## src/rtl/mat_mult_seq.sv

```systemverilog
// Address/control sequencer for the NxN matrix-multiply datapath: walks i/j/k, drives operand
// reads, MAC clear/enable and C write-back. Optional abort input under `MAT_SEQ_ABORT_EN`.
module mat_mult_seq #(
  parameter int unsigned N      = 8,
  parameter int unsigned AW     = 6,
  parameter int unsigned RD_LAT = 1
) (
  input  logic          clk,
  input  logic          reset,
`ifdef MAT_SEQ_ABORT_EN
  input  logic          abort,
`endif
  input  logic          start,
  output logic          busy,
  output logic          done,
  output logic [AW-1:0] a_addr,
  output logic [AW-1:0] b_addr,
  output logic          rd_en,
  output logic          mac_clr,
  output logic          mac_en,
  output logic [AW-1:0] c_addr,
  output logic          c_we,
  output logic [15:0]   cycle_count
);

  localparam int unsigned LW = $clog2(N);
  localparam int unsigned DW = 3;

  typedef enum logic [1:0] {StIdle, StRun, StDrain, StDone} state_e;

  typedef struct packed {
    logic          valid;
    logic          first;
    logic          last;
    logic [AW-1:0] addr;
  } pipe_t;

  state_e               state_q, state_d;
  logic [LW-1:0]        i_q, i_d, j_q, j_d, k_q, k_d;
  logic [DW-1:0]        drain_q, drain_d;
  logic [15:0]          cc_q, cc_d;
  pipe_t [RD_LAT-1:0]   pipe_q, pipe_d;
  pipe_t                issue, pipe_out;
  logic                 c_we_q, c_we_d;
  logic [AW-1:0]        c_addr_q, c_addr_d;
  logic                 k_max, j_max, i_max;

  assign k_max    = (k_q == {LW{1'b1}});
  assign j_max    = (j_q == {LW{1'b1}});
  assign i_max    = (i_q == {LW{1'b1}});
  assign pipe_out = pipe_q[RD_LAT-1];

  always_comb begin
    state_d  = state_q;
    i_d      = i_q;
    j_d      = j_q;
    k_d      = k_q;
    drain_d  = drain_q;
    cc_d     = cc_q;

    issue.valid = (state_q == StRun);
    issue.first = (k_q == '0);
    issue.last  = k_max;
    issue.addr  = {i_q, j_q};

    pipe_d[0] = issue;
    for (int s = 1; s < RD_LAT; s++) begin
      pipe_d[s] = pipe_q[s-1];
    end

    // Write stage sits one register behind the MAC enable.
    c_we_d   = pipe_out.valid & pipe_out.last;
    c_addr_d = c_we_d ? pipe_out.addr : c_addr_q;

    unique case (state_q)
      StIdle: begin
        if (start) begin
          state_d = StRun;
          i_d     = '0;
          j_d     = '0;
          k_d     = '0;
          cc_d    = '0;
        end
      end
      StRun: begin
        cc_d = (cc_q == 16'hFFFF) ? cc_q : cc_q + 16'd1;
        k_d  = k_q + LW'(1);
        if (k_max) begin
          j_d = j_q + LW'(1);
          if (j_max) begin
            i_d = i_q + LW'(1);
            if (i_max) begin
              state_d = StDrain;
              drain_d = '0;
            end
          end
        end
      end
      StDrain: begin
        cc_d = (cc_q == 16'hFFFF) ? cc_q : cc_q + 16'd1;
        if (drain_q == DW'(RD_LAT)) begin
          state_d = StDone;
        end else begin
          drain_d = drain_q + DW'(1);
        end
      end
      StDone: begin
        if (!start) state_d = StIdle;
      end
      default: state_d = StIdle;
    endcase

`ifdef MAT_SEQ_ABORT_EN
    // Abort flushes in-flight operands so nothing reaches the MAC or result RAM.
    if (abort && (state_q == StRun || state_q == StDrain)) begin
      state_d  = StIdle;
      i_d      = '0;
      j_d      = '0;
      k_d      = '0;
      pipe_d   = '0;
      c_we_d   = 1'b0;
      c_addr_d = c_addr_q;
    end
`endif
  end

  always_ff @(posedge clk or posedge reset) begin
    if (reset) begin
      state_q  <= StIdle;
      i_q      <= '0;
      j_q      <= '0;
      k_q      <= '0;
      drain_q  <= '0;
      cc_q     <= '0;
      pipe_q   <= '0;
      c_we_q   <= 1'b0;
      c_addr_q <= '0;
    end else begin
      state_q  <= state_d;
      i_q      <= i_d;
      j_q      <= j_d;
      k_q      <= k_d;
      drain_q  <= drain_d;
      cc_q     <= cc_d;
      pipe_q   <= pipe_d;
      c_we_q   <= c_we_d;
      c_addr_q <= c_addr_d;
    end
  end

  assign busy        = (state_q == StRun) || (state_q == StDrain);
  assign done        = (state_q == StDone);
  assign rd_en       = (state_q == StRun);
  assign a_addr      = {i_q, k_q};
  assign b_addr      = {k_q, j_q};
  assign mac_en      = pipe_out.valid;
  assign mac_clr     = pipe_out.valid & pipe_out.first;
  assign c_we        = c_we_q;
  assign c_addr      = c_addr_q;
  assign cycle_count = cc_q;

endmodule

```

## config.mk

```make
export PLATFORM = sky130hd
export DESIGN_NAME = mat_mult_seq
export DESIGN_NICKNAME = d
export VERILOG_FILES = /design/src/rtl/mat_mult_seq.sv
export SDC_FILE = /design/constraint.sdc
export NUM_CORES = 1
export LEC_CHECK = 0
export CAP_MARGIN = 25
export CORE_MARGIN = 2
export CORE_UTILIZATION = 28
export DETAILED_ROUTE_END_ITERATION = 8
export PLACE_DENSITY_LB_ADDON = 0.25
export SLEW_MARGIN = 20
export SYNTH_ARGS = -nofsm -noshare
export SYNTH_HDL_FRONTEND = slang
export SYNTH_SLANG_ARGS = --single-unit
```

## constraint.sdc

```tcl
create_clock -name clk -period 3.6 [get_ports clk]
set_input_delay 1.08 -clock clk [delete_from_list [all_inputs] [get_ports clk]]
set_output_delay 1.08 -clock clk [all_outputs]
set_load 0.02 [all_outputs]
```

==> results of run 1 <==
worst max-delay path, delay by kind of cell (launching register included):
kind | cells | cell delay (ns)
buffers and inverters | 2 | 0.79
adders and majority gates | 1 | 0.52
DFF | 1 | 0.40
state kept, by name, indices dropped and copies added, names as in the netlist:
register / count
mac_en: 1
c_addr: 6
cycle_count: 16
c_we: 1
i_q: 3
k_q: 3
pipe_out: 8
drain_q: 3
state_q: 2
j_q: 3
kinds of logic (layout without fill, tap and decap cells):
| group | after synthesis | in the layout | share of synthesized area |
|---|---|---|---|
| compound gates | 65 | 65 | 0.184 |
| simple gates | 63 | 63 | 0.146 |
| flops | 46 | 46 | 0.458 |
| buf+inv | 37 | 65 | 0.0867 |
| fa+ha+maj | 15 | 15 | 0.0747 |
| mux | 12 | 12 | 0.0508 |
cell usage in the layout (no fill, tap or decap), types with 6 or more instances in the layout:
cell type | netlist | routed
inv_1 | 13 | 12
nand4_1 | 6 | 6
a21oi_1 | 6 | 6
mux2_2 | 6 | 6
nand3_1 | 9 | 9
clkdlybuf4s50_1 | 0 | 42
o21ai_1 | 6 | 6
o31ai_1 | 18 | 18
nand2_1 | 19 | 19
a31oi_1 | 6 | 6
mux2i_1 | 6 | 6
dfrtp_1 | 46 | 46
ha_1 | 15 | 15
o21ai_0 | 9 | 9
how the worst max path moves through the flow:
| stage | from | to | cells after the start |
|---|---|---|---|
| after floorplan | reset | c_addr[0]$_DFFE_PP0P_ | 1 |
| after CTS | state_q[1]$_DFFE_PP0P_ | busy | 3 |
| after global routing | state_q[1]$_DFFE_PP0P_ | busy | 3 |
| final | state_q[1]$_DFFE_PP0P_ | busy | 3 |
| after global placement | state_q[0]$_DFFE_PP0P_ | busy | 3 |
| after detailed placement | state_q[1]$_DFFE_PP0P_ | busy | 3 |
metal layers:
metal  track usage  routed length [µm]  up-vias
li1              -                   -      925
met1         0.176                2770      931
met2         0.172                2550       43
met3        0.0191                 189        2
met4        0.0527                  55        0
met5             0                   0        -
report_power, final:
group	total (W)	switching [W]	internal (W)
logic	0.000986	0.000602	0.000383
registers	0.000683	0.0000871	0.000596
clock network	0.000334	0.000194	0.000140
total	0.00200	0.000883	0.00112
per-stage QoR:
step | cells | util | total power (W) | setup WS [ns]
global route | 374 | 0.345 | 0.00216 | 0.396
global placement | 366 | 0.334 | 0.00167 | 0.908
CTS | 374 | 0.345 | 0.00203 | 0.504
finish | 374 | 0.345 | 0.00200 | 0.516
detailed placement | 366 | 0.334 | 0.00168 | 0.873
floorplan | 238 | - | 0.00142 | 1.43
layout make-up:
| class | count | area, µm² | area share |
|---|---|---|---|
| clock inverter | 3 | 25.0 | 0.00832 |
| inverter | 13 | 48.8 | 0.0162 |
| clock buffer | 5 | 68.8 | 0.0229 |
| timing repair buffer | 44 | 435 | 0.145 |
| multi-input combinational | 155 | 1140 | 0.380 |
| tap | 108 | 135 | 0.0449 |
| sequential | 46 | 1150 | 0.383 |
==> flow_metrics.env, run 1 <==
export IMPL_drive_above_1_share=0.0865
export IMPL_htree_levels=2
export IMPL_crit_chain="inv_1 > ha_1 > clkdlybuf4s50_1"
export IMPL_initialDrtViolationCount=80
export IMPL_synth_most_common_cell="dfrtp_1"
export IMPL_drtAntennaViolNets=0
export IMPL_core_area_um2=8720
export IMPL_critPathRequiredTime_ns=2.52
export IMPL_ios=43
export IMPL_worstSkewPairLatency_ns=0.30
export IMPL_cts_resized=0
export IMPL_root_buffer="clkbuf_8"
export IMPL_post_cts_buffers=0
export IMPL_final_cell_area_um2=3010
export IMPL_cts_buffers_inserted=5
export IMPL_cts_hold_buf=0
export IMPL_fin_tns_setup_ns=0
export IMPL_timing_fmax_mhz=324
export IMPL_synth_top_flop_cell="dfrtp_1"
export IMPL_hold_viol=0
export IMPL_fp_dieW_um=98.7
export IMPL_ff2ff_setup_slack_ns=1.19
export IMPL_wire_per_inst_um=14.9
export IMPL_critical_path_arrival_ns=2.00
export IMPL_place_area_um2=2910
export IMPL_hold_path_endpoint="pipe_out[2]$_DFF_PP0_"
export IMPL_cp_max_fo=11
export IMPL_synth_avg_cell_area_um2=10.6
export IMPL_peakVddDrop_v=0.000404
export IMPL_grt_pass1_wl_mm=9.45
export IMPL_rsz0062_at_grt="false"
export IMPL_port_buffers=42
export IMPL_pwr_density_cell_nw_per_um2=666
export IMPL_drt_wl_total_mm=5.56
export IMPL_hpwl_mm=3.88
export IMPL_std_cell_rows=34
export IMPL_synth_edf_count=0
export IMPL_synth_commonest_cells="dfrtp_1, nand2_1, o31ai_1, ha_1, inv_1"
export IMPL_ys_seq_area_frac=0.458
export IMPL_slew_viol_final=0
export IMPL_routed_via_density=5.08
export IMPL_vias=1901
export IMPL_diodes=0
export IMPL_clock_path_buffers=2
export IMPL_status="finished clean"
export IMPL_min_from="j_q[2]$_DFFE_PP0P_"
export IMPL_fin_skew_ns=0.00550
export IMPL_slowest_stage="clkdlybuf4s50_1"
export IMPL_mappedNetlistArea_um2=2510
export IMPL_tritoncts="done"
export IMPL_start_util=0.288
export IMPL_synth_nets=256
export IMPL_grt_max_degree=47
export IMPL_hp_class="reg2reg"
export IMPL_ff2ff_path_depth=6
export IMPL_antenna_found_initial=0
export IMPL_clk_pin_slew_worst_paths_ns=0.09
export IMPL_gp_congestion=0.797
export IMPL_hold_slack_ns=0.461
export IMPL_holdPathStages=0
export IMPL_numClockSinks=46
export IMPL_fillerInstances=889
export IMPL_ys_warn_count=0
export IMPL_max_cap_viol_count=0
export IMPL_grtUsageTotal=0.119
export IMPL_cp_slowest_stage_delay_ns=0.68
export IMPL_setup_viol=0
export IMPL_ys_top_cells_by_area="dfrtp_1, ha_1, o31ai_1"
export IMPL_synth_seq_cells=46
export IMPL_area_delta_synth_final_pct=19.7
export IMPL_layout_nets=283
export IMPL_postSynth_asyncResetShare=1.00
export IMPL_period_needed_ns=3.08
export IMPL_yosysTopAreaCellShare=0.458
export IMPL_ys_types=43
export IMPL_grt_ovfl_total=0
export IMPL_worstSetupPathType="reg2out"
export IMPL_dr_pass1_iters=4
export IMPL_r2r_end="cycle_count[13]$_DFFE_PP0P_"
export IMPL_grt_pass1_vias=1865
export IMPL_dieArea_um2=9750
export IMPL_post_synth_top_area_cell="dfrtp_1"
export IMPL_endpoint_kind="primary output"
export IMPL_syn_inst=238
export IMPL_critPathLaunchType="flop"
export IMPL_relSlewSlack=0.353
export IMPL_die_h_um=98.7
export IMPL_r2r_start="state_q[1]$_DFFE_PP0P_"
export IMPL_worstMarginPinSlew_ns=0.963
export IMPL_p_leak_nw=1.31
export IMPL_drc=0
export IMPL_period_share=0.857
Note: power is estimated with default switching activity, not from simulation.
==> run 2: changes to the inputs <==
--- a/config.mk
+++ b/config.mk
@@ -10,6 +10,7 @@
 export CORE_UTILIZATION = 28
 export DETAILED_ROUTE_END_ITERATION = 8
 export PLACE_DENSITY_LB_ADDON = 0.25
+export RECOVER_POWER = 50
 export SLEW_MARGIN = 20
 export SYNTH_ARGS = -nofsm -noshare
 export SYNTH_HDL_FRONTEND = slang
==> run 2 against run 1 <==
Effect of this change:
- via count shrank 0.26%
- die area unchanged
- total power is essentially flat
- hold slack hardly changed
- routed wire length decreased by 0.16%
- clock skew about the same
- sequential power hardly changed
- largest cell class unchanged
- sequential share of layout area about the same
- design area about the same
==> flow_metrics.env, run 2 (same netlist as run 1, synthesis figures left out) <==
export IMPL_dieArea_um2=9750
export IMPL_final_common_cell="dfrtp_1"
export IMPL_p_int_w=0.00112
export IMPL_slew_viol_final=0
export IMPL_vias=1896
export IMPL_cts_buffers_inserted=5
export IMPL_grt_pass1_vias=1865
export IMPL_final_cells=374
export IMPL_cts_hold_buf=0
export IMPL_fin_skew_ns=0.00590
export IMPL_area_delta_synth_final_pct=19.6
export IMPL_relSlewSlack=0.223
export IMPL_slowest_stage="clkdlybuf4s50_1"
export IMPL_clk_pin_slew_worst_paths_ns=0.09
export IMPL_fillerInstances=890
export IMPL_cp_top_family="buffers and inverters"
export IMPL_drtAntennaViolNets=0
export IMPL_period_share=0.857
export IMPL_p_seq_frac=0.341
export IMPL_timing_fmax_mhz=324
export IMPL_clock_path_buffers=2
export IMPL_tritoncts="done"
export IMPL_die_h_um=98.7
export IMPL_fin_tns_setup_ns=0
export IMPL_cts_resized=0
export IMPL_p_total_w=0.00200
export IMPL_hp_class="reg2reg"
export IMPL_dr_pass1_iters=4
export IMPL_critical_path_buf_inv_count=2
export IMPL_drt_wl_total_mm=5.55
export IMPL_worstSetupPathType="reg2out"
export IMPL_diodes=0
export IMPL_pwr_density_cell_nw_per_um2=666
export IMPL_period_needed_ns=3.09
export IMPL_status="finished clean"
export IMPL_root_buffer="clkbuf_8"
export IMPL_layout_nets=283
export IMPL_core_area_um2=8720
export IMPL_grtUsageTotal=0.119
export IMPL_rsz0062_at_grt="false"
export IMPL_power_switching_share=0.441
export IMPL_initialDrtViolationCount=80
export IMPL_grt_pass1_wl_mm=9.45
export IMPL_htree_levels=2
export IMPL_fp_dieW_um=98.7
export IMPL_cp_slowest_stage_delay_ns=0.68
export IMPL_critical_path_arrival_ns=2.01
export IMPL_drive_above_1_share=0.0827
export IMPL_place_inst=366
export IMPL_clkPwrFrac=0.167
export IMPL_combPwrFrac=0.492
export IMPL_gp_congestion=0.797
export IMPL_post_cts_buffers=0
export IMPL_final_cell_mix="dfrtp_1, clkdlybuf4s50_1, nand2_1"
export IMPL_peakVddDrop_v=0.000405
export IMPL_final_util=0.345
export IMPL_setup_viol=0
export IMPL_endpoint_kind="primary output"
export IMPL_numClockSinks=46
export IMPL_hpwl_mm=3.88
export IMPL_ios=43
export IMPL_hold_viol=0
export IMPL_cp_max_fo=11
export IMPL_grt_ovfl_total=0
export IMPL_worstSkewPairLatency_ns=0.30
export IMPL_grt_max_degree=47
export IMPL_p_sw_w=0.000883
export IMPL_largest_reg_flops=16
export IMPL_max_cap_viol_count=0
export IMPL_worstMarginPinSlew_ns=1.17
export IMPL_wire_per_inst_um=14.8
export IMPL_critPathLaunchType="flop"
export IMPL_routed_via_density=5.07
export IMPL_antenna_found_initial=0
export IMPL_drc=0
export IMPL_std_cell_rows=34
export IMPL_p_leak_nw=1.30
export IMPL_crit_chain="inv_1 > ha_1 > clkdlybuf4s50_1"
export IMPL_start_util=0.288
export IMPL_critPathRequiredTime_ns=2.52
export IMPL_port_buffers=42
run 2: changes by cell type in the layout (fill, tap and decap cells not counted), sizes merged:
cell	previous run	this run
buf	2	1
clkdlybuf4s50	42	40
clkinv	1	2
dlygate4sd3	0	2
inv	14	13
clkbuf	5	6
run 2: path summary, 6_finish.rpt:
kind | end | slack [ns] | from | cells past startpoint
worst max-delay path | busy | 0.51 | state_q[1]$_DFFE_PP0P_ | 3
worst min-delay path | pipe_out[2]$_DFF_PP0_ | 0.46 | j_q[2]$_DFFE_PP0P_ | 0
worst max register to register | cycle_count[13]$_DFFE_PP0P_ | 1.20 | state_q[1]$_DFFE_PP0P_ | 6
worst min register to register | pipe_out[2]$_DFF_PP0_ | 0.46 | j_q[2]$_DFFE_PP0P_ | 0
max in group asynchronous | j_q[0]$_DFFE_PP0P_ | 1.31 | reset | 3
min in group asynchronous | cycle_count[0]$_DFFE_PP0P_ | 1.59 | reset | 3
run 2: routing by layer:
metal / vias to the layer above / share of wire / GRT usage
li1: 926 / - / -
met1: 926 / 0.50 / 0.176
met2: 42 / 0.46 / 0.172
met3: 2 / 0.035 / 0.0191
met4: 0 / 0.0099 / 0.0527
met5: - / 0 / 0
run 2: stage by stage:
step | setup WS, ns | area (µm²) | hold slack [ns]
floorplan | 1.43 | 2510 | 0.410
global placement | 0.908 | 2910 | 0.445
detailed placement | 0.873 | 2910 | 0.445
CTS | 0.504 | 3010 | 0.473
global route | 0.396 | 3010 | 0.498
finish | 0.515 | 3010 | 0.461
run 2: final cells by class:
class	count	area [µm²]	share of cell area
flip-flops and latches	46	1150	0.383
multi-input cells	155	1140	0.381
inverters	13	48.8	0.0162
well taps	108	135	0.0450
clock buffers	5	68.8	0.0229
repair buffers	44	433	0.144
clock inverters	3	25.0	0.00833
run 2: power by group through the flow:
stage	sequential, W	combinational [W]	clock, W
after floorplan	0.000713	0.000707	0
after global placement	0.000694	0.000976	0
after detailed placement	0.000696	0.000987	0
after CTS	0.000686	0.000990	0.000351
after global routing	0.000700	0.00110	0.000369
final	0.000683	0.000985	0.000334
==> run 3: changes to the inputs <==
--- a/config.mk
+++ b/config.mk
@@ -6,6 +6,8 @@
 export NUM_CORES = 1
 export LEC_CHECK = 0
 export CAP_MARGIN = 25
+export CELL_PAD_IN_SITES_DETAIL_PLACEMENT = 2
+export CELL_PAD_IN_SITES_GLOBAL_PLACEMENT = 2
 export CORE_MARGIN = 2
 export CORE_UTILIZATION = 28
 export DETAILED_ROUTE_END_ITERATION = 8
==> run 3 against run 2 <==
Effect of this change:
- clock skew down 0.0027 ns
- worst setup slack improved by 0.13 ns
- count of clock-buffer cells in the layout is the same
- register-to-register slack better by 0.04 ns
- largest power group unchanged
==> flow_metrics.env, run 3 (same netlist as run 1, synthesis figures left out) <==
export IMPL_status="finished clean"
export IMPL_cts_resized=0
export IMPL_hpwl_mm=4.75
export IMPL_clk_pin_slew_worst_paths_ns=0.09
export IMPL_drc=0
export IMPL_final_common_cell="dfrtp_1"
export IMPL_setup_viol=0
export IMPL_cp_max_fo=11
export IMPL_area_delta_synth_final_pct=22.2
export IMPL_period_needed_ns=2.96
export IMPL_max_cap_viol_count=0
export IMPL_critPathRequiredTime_ns=2.52
export IMPL_root_buffer="clkbuf_8"
export IMPL_worstSkewPairLatency_ns=0.30
export IMPL_combPwrFrac=0.476
export IMPL_hold_viol=0
export IMPL_worstMarginPinSlew_ns=1.10
export IMPL_slew_viol_final=0
export IMPL_std_cell_rows=34
export IMPL_drtAntennaViolNets=0
export IMPL_wire_per_inst_um=17.5
export IMPL_p_seq_frac=0.310
export IMPL_critPathLaunchType="flop"
export IMPL_gp_congestion=0.744
export IMPL_relSlewSlack=0.267
export IMPL_layout_nets=287
export IMPL_power_switching_share=0.428
export IMPL_drt_wl_total_mm=6.61
export IMPL_antenna_found_initial=0
export IMPL_grt_pass1_wl_mm=11.7
export IMPL_final_util=0.352
export IMPL_core_area_um2=8720
export IMPL_htree_levels=2
export IMPL_largest_reg_flops=16
export IMPL_grt_ovfl_total=0
export IMPL_post_cts_buffers=0
export IMPL_cts_hold_buf=0
export IMPL_peakVddDrop_v=0.000404
export IMPL_clkPwrFrac=0.214
export IMPL_cts_buffers_inserted=5
export IMPL_fin_skew_ns=0.00321
export IMPL_critical_path_arrival_ns=1.88
export IMPL_hp_class="reg2reg"
export IMPL_dr_pass1_iters=4
export IMPL_pwr_density_cell_nw_per_um2=716
export IMPL_timing_fmax_mhz=338
export IMPL_drive_above_1_share=0.0815
export IMPL_start_util=0.288
export IMPL_rsz0062_at_grt="false"
export IMPL_endpoint_kind="primary output"
export IMPL_fin_tns_setup_ns=0
export IMPL_ios=43
export IMPL_clock_path_buffers=2
export IMPL_initialDrtViolationCount=93
export IMPL_grt_max_degree=20
export IMPL_routed_via_density=5.23
export IMPL_p_sw_w=0.000941
export IMPL_vias=1977
export IMPL_ff2ff_setup_slack_ns=1.24
export IMPL_grt_pass1_vias=2145
export IMPL_p_int_w=0.00126
export IMPL_numClockSinks=46
export IMPL_die_h_um=98.7
export IMPL_final_cell_mix="dfrtp_1, clkdlybuf4s50_1, nand2_1"
export IMPL_grtUsageTotal=0.148
export IMPL_tritoncts="done"
export IMPL_worstSetupPathType="reg2out"
export IMPL_fp_dieW_um=98.7
export IMPL_diodes=0
export IMPL_p_leak_nw=1.34
export IMPL_period_share=0.821
export IMPL_port_buffers=42
export IMPL_dieArea_um2=9750
[run 3: final timing paths]
check,start,to,depth (start not counted)
worst min register to register,j_q[1]$_DFFE_PP0P_,pipe_out[1]$_DFF_PP0_,0
worst max register to register,state_q[1]$_DFFE_PP0P_,cycle_count[15]$_DFFE_PP0P_,8
worst min-delay path,j_q[1]$_DFFE_PP0P_,pipe_out[1]$_DFF_PP0_,0
worst max-delay path,state_q[1]$_DFFE_PP0P_,busy,4
max in group asynchronous,reset,cycle_count[8]$_DFFE_PP0P_,3
min in group asynchronous,reset,cycle_count[11]$_DFFE_PP0P_,2
[run 3: worst max-delay path, cell delays in order, from the launching register on]
cell             delay, ns
dfrtp_1               0.39
inv_1                 0.11
ha_1                  0.28
buf_4                 0.17
clkdlybuf4s50_1       0.62
[run 3: metal layers]
layer  vias up  track usage  wire, µm
met5         -            0         0
met4         0       0.0379        67
met3         6       0.0241       156
met2        26        0.227      3020
met1      1015        0.217      3360
li1        930            -         -
[run 3: layout make-up]
| cell class | count | area [µm²] |
|---|---|---|
| sequential | 46 | 1150 |
| timing repair buffer | 48 | 454 |
| fill | 933 | 5650 |
| clock inverter | 3 | 68.8 |
| tap | 108 | 135 |
| clock buffer | 5 | 68.8 |
| multi-input combinational | 155 | 1140 |
| inverter | 13 | 48.8 |
[run 3: per-stage QoR]
step | hold WS [ns] | cells | area [µm²] | total power [W] | setup WS (ns)
after floorplan | 0.410 | 238 | 2510 | 0.00142 | 1.43
after global placement | 0.457 | 369 | 2940 | 0.00173 | 0.936
after detailed placement | 0.458 | 369 | 2940 | 0.00177 | 0.928
after CTS | 0.482 | 377 | 3070 | 0.00226 | 0.605
after global routing | 0.504 | 378 | 3070 | 0.00237 | 0.530
final | 0.472 | 378 | 3070 | 0.00220 | 0.644
[run 3: power by group through the flow]
stage                     registers (W)  clock network [W]  logic, W
after global routing           0.000702           0.000505   0.00116
after global placement         0.000692                  0   0.00104
after detailed placement       0.000698                  0   0.00107
after floorplan                0.000713                  0  0.000707
final                          0.000683           0.000470   0.00105
after CTS                      0.000688           0.000484   0.00109
